$ cat config.mk
export PLATFORM = sky130hd
export DESIGN_NAME = time_set_ctrl_flat
export DESIGN_NICKNAME = d
export VERILOG_FILES = /design/src/rtl/time_set_ctrl_if.sv /design/src/rtl/time_set_ctrl.sv /design/src/flat_wrapper.sv
export SDC_FILE = /design/constraint.sdc
export NUM_CORES = 1
export LEC_CHECK = 0
export BUFFER_PORTS_ARGS = -buffer_cell sky130_fd_sc_hd__buf_2
export CAP_MARGIN = 0
export CORE_ASPECT_RATIO = 1.4
export CORE_MARGIN = 8
export CORE_UTILIZATION = 55
export CTS_CLUSTER_SIZE = 10
export DETAILED_ROUTE_END_ITERATION = 8
export PLACE_DENSITY = 0.8
export SLEW_MARGIN = 10
export SYNTH_ARGS = -nofsm -noshare
export SYNTH_HDL_FRONTEND = slang
export SYNTH_SLANG_ARGS = --single-unit
$ cat constraint.sdc
create_clock -name clk -period 8.6 [get_ports clk]
set_input_delay 1.29 -clock clk [delete_from_list [all_inputs] [get_ports clk]]
set_output_delay 1.29 -clock clk [all_outputs]
set_load 0.005 [all_outputs]
$ cat src/rtl/time_set_ctrl_if.sv
// Bundle of the button, live-time, edited-time and display signals around the
// time-setting controller. master = surrounding system/bench, slave = controller.
interface time_set_ctrl_if;
  // Protocol: blink_tick and btn_* are single-cycle pulses sampled on clk.
  // load is a single-cycle pulse and set_* is stable and final in that cycle;
  // hold stays high for the whole session including the load cycle.
  logic       blink_tick;
  logic       btn_mode;
  logic       btn_inc;
  logic       btn_dec;
  logic [3:0] cur_sec_ge, cur_sec_shi, cur_min_ge, cur_min_shi, cur_hour_ge, cur_hour_shi;
  logic [3:0] set_sec_ge, set_sec_shi, set_min_ge, set_min_shi, set_hour_ge, set_hour_shi;
  logic       load;
  logic       hold;
  logic [3:0] disp_sec_ge, disp_sec_shi, disp_min_ge, disp_min_shi, disp_hour_ge, disp_hour_shi;
  logic [5:0] blank;
  logic [2:0] dbg_state;

  modport master (
    output blink_tick, btn_mode, btn_inc, btn_dec,
    output cur_sec_ge, cur_sec_shi, cur_min_ge, cur_min_shi, cur_hour_ge, cur_hour_shi,
    input  set_sec_ge, set_sec_shi, set_min_ge, set_min_shi, set_hour_ge, set_hour_shi,
    input  load, hold,
    input  disp_sec_ge, disp_sec_shi, disp_min_ge, disp_min_shi, disp_hour_ge, disp_hour_shi,
    input  blank, dbg_state
  );

  modport slave (
    input  blink_tick, btn_mode, btn_inc, btn_dec,
    input  cur_sec_ge, cur_sec_shi, cur_min_ge, cur_min_shi, cur_hour_ge, cur_hour_shi,
    output set_sec_ge, set_sec_shi, set_min_ge, set_min_shi, set_hour_ge, set_hour_shi,
    output load, hold,
    output disp_sec_ge, disp_sec_shi, disp_min_ge, disp_min_shi, disp_hour_ge, disp_hour_shi,
    output blank, dbg_state
  );
endinterface

$ cat src/rtl/time_set_ctrl.sv
// Time-setting controller: walks hour/minute/second with btn_mode, edits the
// selected field in BCD, blinks it, and commits to the counter with a load pulse.
module time_set_ctrl #(
  parameter int HOUR_MAX      = 23,
  parameter int TIMEOUT_TICKS = 20,
  parameter int TO_W          = 5
) (
  input logic            clk,
  input logic            rst_n,
  time_set_ctrl_if.slave bus
);

  typedef enum logic [2:0] {
    ST_RUN      = 3'd0,
    ST_SET_HOUR = 3'd1,
    ST_SET_MIN  = 3'd2,
    ST_SET_SEC  = 3'd3,
    ST_COMMIT   = 3'd4
  } state_t;

  state_t          state, state_nxt;
  logic [3:0]      set_sec_ge, set_sec_shi, set_min_ge, set_min_shi, set_hour_ge, set_hour_shi;
  logic            load, hold;
  logic            phase;
  logic [TO_W-1:0] to_cnt;

  logic       in_set, any_btn, edit, edit_inc, tick_to;
  logic [3:0] fld_shi, fld_ge, new_shi, new_ge;
  logic [7:0] fld_max, fld_val, new_val;

  assign in_set   = (state == ST_SET_HOUR) || (state == ST_SET_MIN) || (state == ST_SET_SEC);
  assign any_btn  = bus.btn_mode | bus.btn_inc | bus.btn_dec;
  assign edit_inc = bus.btn_inc & ~bus.btn_dec;
  // inc+dec together cancel; mode beats any edit in the same cycle
  assign edit     = in_set & ~bus.btn_mode & (bus.btn_inc ^ bus.btn_dec);
  assign tick_to  = in_set & ~any_btn & bus.blink_tick &
                    (to_cnt == TO_W'(TIMEOUT_TICKS - 1));

  always_comb begin
    fld_shi = set_sec_shi;
    fld_ge  = set_sec_ge;
    fld_max = 8'd59;
    case (state)
      ST_SET_HOUR: begin
        fld_shi = set_hour_shi;
        fld_ge  = set_hour_ge;
        fld_max = 8'(HOUR_MAX);
      end
      ST_SET_MIN: begin
        fld_shi = set_min_shi;
        fld_ge  = set_min_ge;
      end
      default: ;
    endcase
  end

  // Non-BCD captures can exceed max; they wrap like max would.
  assign fld_val = 8'(fld_shi) * 8'd10 + 8'(fld_ge);
  always_comb begin
    if (edit_inc) new_val = (fld_val >= fld_max) ? 8'd0 : fld_val + 8'd1;
    else          new_val = (fld_val == 8'd0 || fld_val > fld_max) ? fld_max : fld_val - 8'd1;
  end
  assign new_shi = 4'(new_val / 8'd10);
  assign new_ge  = 4'(new_val % 8'd10);

  always_comb begin
    state_nxt = state;
    case (state)
      ST_RUN:      if (bus.btn_mode) state_nxt = ST_SET_HOUR;
      ST_SET_HOUR: if (bus.btn_mode) state_nxt = ST_SET_MIN;
                   else if (tick_to) state_nxt = ST_RUN;
      ST_SET_MIN:  if (bus.btn_mode) state_nxt = ST_SET_SEC;
                   else if (tick_to) state_nxt = ST_RUN;
      ST_SET_SEC:  if (bus.btn_mode) state_nxt = ST_COMMIT;
                   else if (tick_to) state_nxt = ST_RUN;
      default:     state_nxt = ST_RUN;
    endcase
  end

  always_ff @(posedge clk or negedge rst_n) begin
    if (!rst_n) begin
      state        <= ST_RUN;
      load         <= 1'b0;
      hold         <= 1'b0;
      phase        <= 1'b0;
      to_cnt       <= '0;
      set_sec_ge   <= '0;
      set_sec_shi  <= '0;
      set_min_ge   <= '0;
      set_min_shi  <= '0;
      set_hour_ge  <= '0;
      set_hour_shi <= '0;
    end else begin
      state <= state_nxt;
      hold  <= (state_nxt != ST_RUN);
      load  <= (state_nxt == ST_COMMIT);

      if (state == ST_RUN && bus.btn_mode) begin
        set_sec_ge   <= bus.cur_sec_ge;
        set_sec_shi  <= bus.cur_sec_shi;
        set_min_ge   <= bus.cur_min_ge;
        set_min_shi  <= bus.cur_min_shi;
        set_hour_ge  <= bus.cur_hour_ge;
        set_hour_shi <= bus.cur_hour_shi;
      end else if (edit) begin
        case (state)
          ST_SET_HOUR: begin set_hour_shi <= new_shi; set_hour_ge <= new_ge; end
          ST_SET_MIN:  begin set_min_shi  <= new_shi; set_min_ge  <= new_ge; end
          default:     begin set_sec_shi  <= new_shi; set_sec_ge  <= new_ge; end
        endcase
      end

      // Phase restarts dark-free after every entry or edit so the new value shows.
      if (!in_set || bus.btn_mode || edit || tick_to) phase <= 1'b0;
      else if (bus.blink_tick)                        phase <= ~phase;

      if (!in_set || any_btn || tick_to) to_cnt <= '0;
      else if (bus.blink_tick)           to_cnt <= to_cnt + 1'b1;
    end
  end

  always_comb begin
    if (state == ST_RUN) begin
      bus.disp_sec_ge   = bus.cur_sec_ge;
      bus.disp_sec_shi  = bus.cur_sec_shi;
      bus.disp_min_ge   = bus.cur_min_ge;
      bus.disp_min_shi  = bus.cur_min_shi;
      bus.disp_hour_ge  = bus.cur_hour_ge;
      bus.disp_hour_shi = bus.cur_hour_shi;
    end else begin
      bus.disp_sec_ge   = set_sec_ge;
      bus.disp_sec_shi  = set_sec_shi;
      bus.disp_min_ge   = set_min_ge;
      bus.disp_min_shi  = set_min_shi;
      bus.disp_hour_ge  = set_hour_ge;
      bus.disp_hour_shi = set_hour_shi;
    end
  end

  always_comb begin
    bus.blank = 6'b000000;
    case (state)
      ST_SET_HOUR: bus.blank[5:4] = {phase, phase};
      ST_SET_MIN:  bus.blank[3:2] = {phase, phase};
      ST_SET_SEC:  bus.blank[1:0] = {phase, phase};
      default: ;
    endcase
  end

  assign bus.set_sec_ge   = set_sec_ge;
  assign bus.set_sec_shi  = set_sec_shi;
  assign bus.set_min_ge   = set_min_ge;
  assign bus.set_min_shi  = set_min_shi;
  assign bus.set_hour_ge  = set_hour_ge;
  assign bus.set_hour_shi = set_hour_shi;
  assign bus.load         = load;
  assign bus.hold         = hold;
  assign bus.dbg_state    = state;

endmodule

$ cat src/flat_wrapper.sv
// flat-port wrapper written by rule: the top's interface ports become plain ports
module time_set_ctrl_flat 
#(
  parameter int HOUR_MAX      = 23,
  parameter int TIMEOUT_TICKS = 20,
  parameter int TO_W          = 5
)
  (clk, rst_n, bus_blink_tick, bus_btn_mode, bus_btn_inc, bus_btn_dec, bus_cur_sec_ge, bus_cur_sec_shi, bus_cur_min_ge, bus_cur_min_shi, bus_cur_hour_ge, bus_cur_hour_shi, bus_set_sec_ge, bus_set_sec_shi, bus_set_min_ge, bus_set_min_shi, bus_set_hour_ge, bus_set_hour_shi, bus_load, bus_hold, bus_disp_sec_ge, bus_disp_sec_shi, bus_disp_min_ge, bus_disp_min_shi, bus_disp_hour_ge, bus_disp_hour_shi, bus_blank, bus_dbg_state);
  time_set_ctrl_if bus_i ();
  input logic clk;
  input logic rst_n;
  input wire logic [$bits(bus_i.blink_tick)-1:0] bus_blink_tick;
  input wire logic [$bits(bus_i.btn_mode)-1:0] bus_btn_mode;
  input wire logic [$bits(bus_i.btn_inc)-1:0] bus_btn_inc;
  input wire logic [$bits(bus_i.btn_dec)-1:0] bus_btn_dec;
  input wire logic [$bits(bus_i.cur_sec_ge)-1:0] bus_cur_sec_ge;
  input wire logic [$bits(bus_i.cur_sec_shi)-1:0] bus_cur_sec_shi;
  input wire logic [$bits(bus_i.cur_min_ge)-1:0] bus_cur_min_ge;
  input wire logic [$bits(bus_i.cur_min_shi)-1:0] bus_cur_min_shi;
  input wire logic [$bits(bus_i.cur_hour_ge)-1:0] bus_cur_hour_ge;
  input wire logic [$bits(bus_i.cur_hour_shi)-1:0] bus_cur_hour_shi;
  output wire logic [$bits(bus_i.set_sec_ge)-1:0] bus_set_sec_ge;
  output wire logic [$bits(bus_i.set_sec_shi)-1:0] bus_set_sec_shi;
  output wire logic [$bits(bus_i.set_min_ge)-1:0] bus_set_min_ge;
  output wire logic [$bits(bus_i.set_min_shi)-1:0] bus_set_min_shi;
  output wire logic [$bits(bus_i.set_hour_ge)-1:0] bus_set_hour_ge;
  output wire logic [$bits(bus_i.set_hour_shi)-1:0] bus_set_hour_shi;
  output wire logic [$bits(bus_i.load)-1:0] bus_load;
  output wire logic [$bits(bus_i.hold)-1:0] bus_hold;
  output wire logic [$bits(bus_i.disp_sec_ge)-1:0] bus_disp_sec_ge;
  output wire logic [$bits(bus_i.disp_sec_shi)-1:0] bus_disp_sec_shi;
  output wire logic [$bits(bus_i.disp_min_ge)-1:0] bus_disp_min_ge;
  output wire logic [$bits(bus_i.disp_min_shi)-1:0] bus_disp_min_shi;
  output wire logic [$bits(bus_i.disp_hour_ge)-1:0] bus_disp_hour_ge;
  output wire logic [$bits(bus_i.disp_hour_shi)-1:0] bus_disp_hour_shi;
  output wire logic [$bits(bus_i.blank)-1:0] bus_blank;
  output wire logic [$bits(bus_i.dbg_state)-1:0] bus_dbg_state;
  assign bus_i.blink_tick = bus_blink_tick;
  assign bus_i.btn_mode = bus_btn_mode;
  assign bus_i.btn_inc = bus_btn_inc;
  assign bus_i.btn_dec = bus_btn_dec;
  assign bus_i.cur_sec_ge = bus_cur_sec_ge;
  assign bus_i.cur_sec_shi = bus_cur_sec_shi;
  assign bus_i.cur_min_ge = bus_cur_min_ge;
  assign bus_i.cur_min_shi = bus_cur_min_shi;
  assign bus_i.cur_hour_ge = bus_cur_hour_ge;
  assign bus_i.cur_hour_shi = bus_cur_hour_shi;
  assign bus_set_sec_ge = bus_i.set_sec_ge;
  assign bus_set_sec_shi = bus_i.set_sec_shi;
  assign bus_set_min_ge = bus_i.set_min_ge;
  assign bus_set_min_shi = bus_i.set_min_shi;
  assign bus_set_hour_ge = bus_i.set_hour_ge;
  assign bus_set_hour_shi = bus_i.set_hour_shi;
  assign bus_load = bus_i.load;
  assign bus_hold = bus_i.hold;
  assign bus_disp_sec_ge = bus_i.disp_sec_ge;
  assign bus_disp_sec_shi = bus_i.disp_sec_shi;
  assign bus_disp_min_ge = bus_i.disp_min_ge;
  assign bus_disp_min_shi = bus_i.disp_min_shi;
  assign bus_disp_hour_ge = bus_i.disp_hour_ge;
  assign bus_disp_hour_shi = bus_i.disp_hour_shi;
  assign bus_blank = bus_i.blank;
  assign bus_dbg_state = bus_i.dbg_state;
  time_set_ctrl #(.HOUR_MAX(HOUR_MAX), .TIMEOUT_TICKS(TIMEOUT_TICKS), .TO_W(TO_W)) u_core (.clk(clk), .rst_n(rst_n), .bus(bus_i));
endmodule
==> summary.md <==
| Metric | Value |
|---|---|
| Result of the run | `complete, no violations` |
| Classification of the worst-slack hold path | `flip-flop to flip-flop` |
| Final worst path period share | `~81%` |
| Data required time at the worst endpoint | `approximately 9 ns` |
| Shortest clock period the worst path allows after layout | `between 6 and 7 ns` |
| RSZ-0062 raised after global routing | `no` |
| Cell type contributing the most total cell area after synthesis | `dfrtp_1` |
| Most common cell after layout, fill and taps aside | `buf_2` |
| Worst Skew | `around 0.007 ns` |
| Share of final-layout standard cells stronger than drive strength 1 | `between 20% and 30%` |
| CTS tree | `done` |
| IO Pins | `89` |
| Post-Synthesis Cell Area | `between 3000 and 4000 sq um` |
| Non-Filler Cell Area, Final | `about 4300 sq um` |
| Cell depth of the worst flop-to-flop path | `25` |
| R2R Path Start | `u_core.bus.dbg_state[0]$_DFF_PN0_` |
| Std-Cell Rows | `36` |
| Placed wire-length estimate after detailed placement | `9620 um` |
| End of the worst register-to-register path | `u_core.bus.set_sec_ge[2]$_DFFE_PN0P_` |
| Average footprint of a synthesized cell | `roughly 8.3 sq um` |
| Setup CP Type | `flip-flop to flip-flop` |
| Antenna violations before repair | `0` |
| Global Route Usage Sum | `approximately 24%` |
| Worst Min Path Start | `u_core.to_cnt[1]$_DFFE_PN0P_` |
| Finished Layout Cells | `624` |
| Top cell type's share of synthesized area | `23.1%` |
| Worst Path Arrival | `just over 7 ns` |
| Hold-fix buffers at CTS | `0` |
| Post-synth top flop | `dfrtp_1` |
| Setup TNS | `0 ns` |
| Met1 track utilization from global routing | `a little over a quarter` |
| Critical-path top delay cell | `dfrtp_1` |
| Multiplexer fraction of the synthesized cell area | `8.88%` |
| Synthesized Nets | `approximately 510` |
| Clock Latency Late Sink | `around 0.29 ns` |
| Vias in the first global route | `approximately 4,000` |
| Die extent in y | `approximately 110 um` |
| Post-synthesis compound-gate area fraction | `a little under a third` |
| Placement Cell Area | `between 4000 and 5000 sq um` |
| Largest stage delay on the critical path | `1.05 ns` |
| Area share of fa/ha/maj cells after synthesis | `about 6.6%` |
| Detailed Routing Iterations Pass 1 | `7` |
| Clock buffers created by TritonCTS | `5` |
| Synthesis-stage register bit count | `35` |
| Xor/xnor cell area share of the yosys netlist | `a little under 4%` |
| Placeable core region | `around 6800 sq um` |
| Synth-to-layout area growth | `14.2%` |
| Worst slew margin relative to its limit | `between 20 and 30%` |
| Register clock-pin slew on the reported worst setup and hold paths | `roughly 0.07 ns` |
| End point of the worst hold path | `u_core.to_cnt[1]$_DFFE_PN0P_` |
| Reg area | `around 900 sq um` |
| Filler cells | `about 600` |
| Pin count of the biggest net entering global routing | `41` |
| Vias post-DR | `~4,000` |
| Placed Instances | `about 620` |
| CTS H-Tree Depth | `2` |
| Minimum setup slack among reg-to-reg paths | `1.60 ns` |
| Max_cap viols | `0` |
| Number of enable-type register cells in the synthesized netlist | `0` |
| Highest achievable clock rate | `between 0.1 and 0.15 GHz` |
| Post-detailed-routing wire length | `approximately 12,000 um` |
| Yosys cell types | `78` |
| Number of antenna repair diodes | `0` |
| Type of origin of the critical path | `flip-flop` |
| Number of pins exceeding their max-slew limit in the final report | `0` |
| Wire length per cell after detailed routing | `between 15 and 20 um` |
| Worst Setup End Kind | `flip-flop` |
| Number of DRC markers in iteration 0 | `230` |
| Measured slew at the worst slew-check pin | `between 1 and 1.5 ns` |
| Post-CTS Setup Repair Bufs | `0` |
| Drc violations | `0` |
| Main combinational cell family by area after synthesis | `compound AO/OA/AOI/OAI gates` |
| Net count reported at finish | `roughly 580` |
| Fin. Hold Viols | `0` |
| Instance count of the mapped netlist | `approximately 460` |
| Gates resized, CTS repair | `0` |
| Fraction of met3 tracks used by global routing | `under 10%` |
| Die footprint | `~9800 sq um` |
| Max Fanout on Critical Path | `40` |
| Ranking of synthesized cells by area | `dfrtp_1, mux2_2, nor2_1` |
| Async set-or-reset flop fraction in the synthesized netlist | `100%` |
| Most used cells in the layout excluding fill and tap cells | `buf_2, nor2_1, dfrtp_1, nand2_1` |
| Clock root buffer | `clkbuf_8` |
| Wire length of the first global-routing pass | `19,100 um` |
| Clock sinks | `35` |
| Crit path top cell by count | `ha_1` |
| Overall overflow remaining after global route | `0` |
| Footprint of the multi-input gates | `between 2000 and 3000 sq um` |
| Mean number of vias per cell | `around 6.4` |
| Starting Density | `a little under three fifths` |
| Busiest layer in global routing | `met2` |
| Clock buffer depth | `2` |
| Sequential element share of the synthesized area | `between 20 and 25%` |
| Port Buffer Count | `88` |
| Worst hold path stage count | `2` |
| Antenna Violating Nets Remaining | `0` |
| Die outline width | `between 80 and 90 um` |
| Last weighted congestion value of the routability-driven placer | `0.895` |
| Number of failing setup endpoints in the final timing report | `0` |
| Yosys warns | `0` |
| Met2 layer usage reported by global route | `43.8%` |
| Simple-gate portion of the synthesized area | `a little over a fifth` |
==> cell type report <==
cell class | count | share of cell area (%)
multi-input cells | 378 | 62.6
repair buffers | 90 | 10.5
well taps | 95 | 2.75
clock buffers | 8 | 2.31
flip-flops and latches | 35 | 20.2
inverters | 18 | 1.56
==> per-stage QoR <==
step	utilization, %	worst slack, ns	hold WS, ns
finish	63.6	1.60	0.563
global route	63.6	1.06	0.583
CTS	63.6	1.68	0.559
detailed placement	62.1	1.71	0.543
global placement	62.1	1.96	0.538
floorplan	-	2.54	0.513
==> worst max-delay path: cells and delay by family (launching register included) <==
| kind | cells | cell delay [ns] |
|---|---|---|
| fa+ha+maj | 5 | 1.67 |
| buf+inv | 3 | 0.29 |
| flops | 1 | 1.05 |
| compound gates | 11 | 2.72 |
| simple gates | 5 | 0.94 |
| xor+xnor | 1 | 0.17 |
==> flip-flops by register name, summed over array words and instances (netlist names) <==
| register | count |
|---|---|
| u_core.bus.set_hour_ge | 4 |
| u_core.bus.set_sec_ge | 4 |
| u_core.phase | 1 |
| u_core.bus.set_min_shi | 4 |
| u_core.bus.set_min_ge | 4 |
| u_core.bus.load | 1 |
| u_core.bus.dbg_state | 3 |
| u_core.bus.hold | 1 |
| u_core.bus.set_hour_shi | 4 |
| u_core.to_cnt | 5 |
| u_core.bus.set_sec_shi | 4 |
==> synthesized netlist by cell type, types with 5 or more instances <==
| cell type | n |
|---|---|
| a21o_1 | 5 |
| a21oi_1 | 25 |
| a22oi_1 | 18 |
| a31oi_1 | 8 |
| and2_1 | 11 |
| clkbuf_1 | 16 |
| dfrtp_1 | 35 |
| ha_1 | 16 |
| inv_1 | 16 |
| mux2_2 | 25 |
| nand2_1 | 33 |
| nand2b_1 | 7 |
| nand4_1 | 8 |
| nor2_1 | 58 |
| nor3_1 | 9 |
| o21ai_0 | 20 |
| o21ai_1 | 6 |
| o22ai_1 | 9 |
| o31ai_1 | 6 |
| or3_1 | 7 |
| xnor2_1 | 11 |
==> cell families after synthesis <==
group | after synthesis
and+or+nand+nor | 161
AOI/OAI and AO/OA | 154
buffers and inverters | 44
DFF | 35
muxes | 28
adders and majority gates | 19
xor gates and xnor gates | 16
==> worst max-delay path by stage <==
| stage | start | to | depth (start not counted) |
|---|---|---|---|
| after global placement | u_core.bus.dbg_state[0]$_DFF_PN0_ | u_core.bus.set_sec_ge[2]$_DFFE_PN0P_ | 25 |
| final | u_core.bus.dbg_state[0]$_DFF_PN0_ | u_core.bus.set_sec_ge[2]$_DFFE_PN0P_ | 25 |
| after detailed placement | u_core.bus.dbg_state[0]$_DFF_PN0_ | u_core.bus.set_sec_ge[2]$_DFFE_PN0P_ | 25 |
| after global routing | u_core.bus.dbg_state[0]$_DFF_PN0_ | u_core.bus.set_min_ge[2]$_DFFE_PN0P_ | 25 |
| after floorplan | u_core.bus.dbg_state[0]$_DFF_PN0_ | u_core.bus.set_sec_ge[2]$_DFFE_PN0P_ | 29 |
| after CTS | u_core.bus.dbg_state[0]$_DFF_PN0_ | u_core.bus.set_sec_ge[2]$_DFFE_PN0P_ | 25 |
==> routing by layer <==
metal / vias to the layer above / routed length (um)
met5: - / 0
met4: 0 / 580
li1: 1865 / -
met3: 47 / 775
met1: 1878 / 4550
met2: 220 / 6270
Power is not shown: default switching activity piles up to over one toggle a cycle in this logic, so the estimate is an artifact.
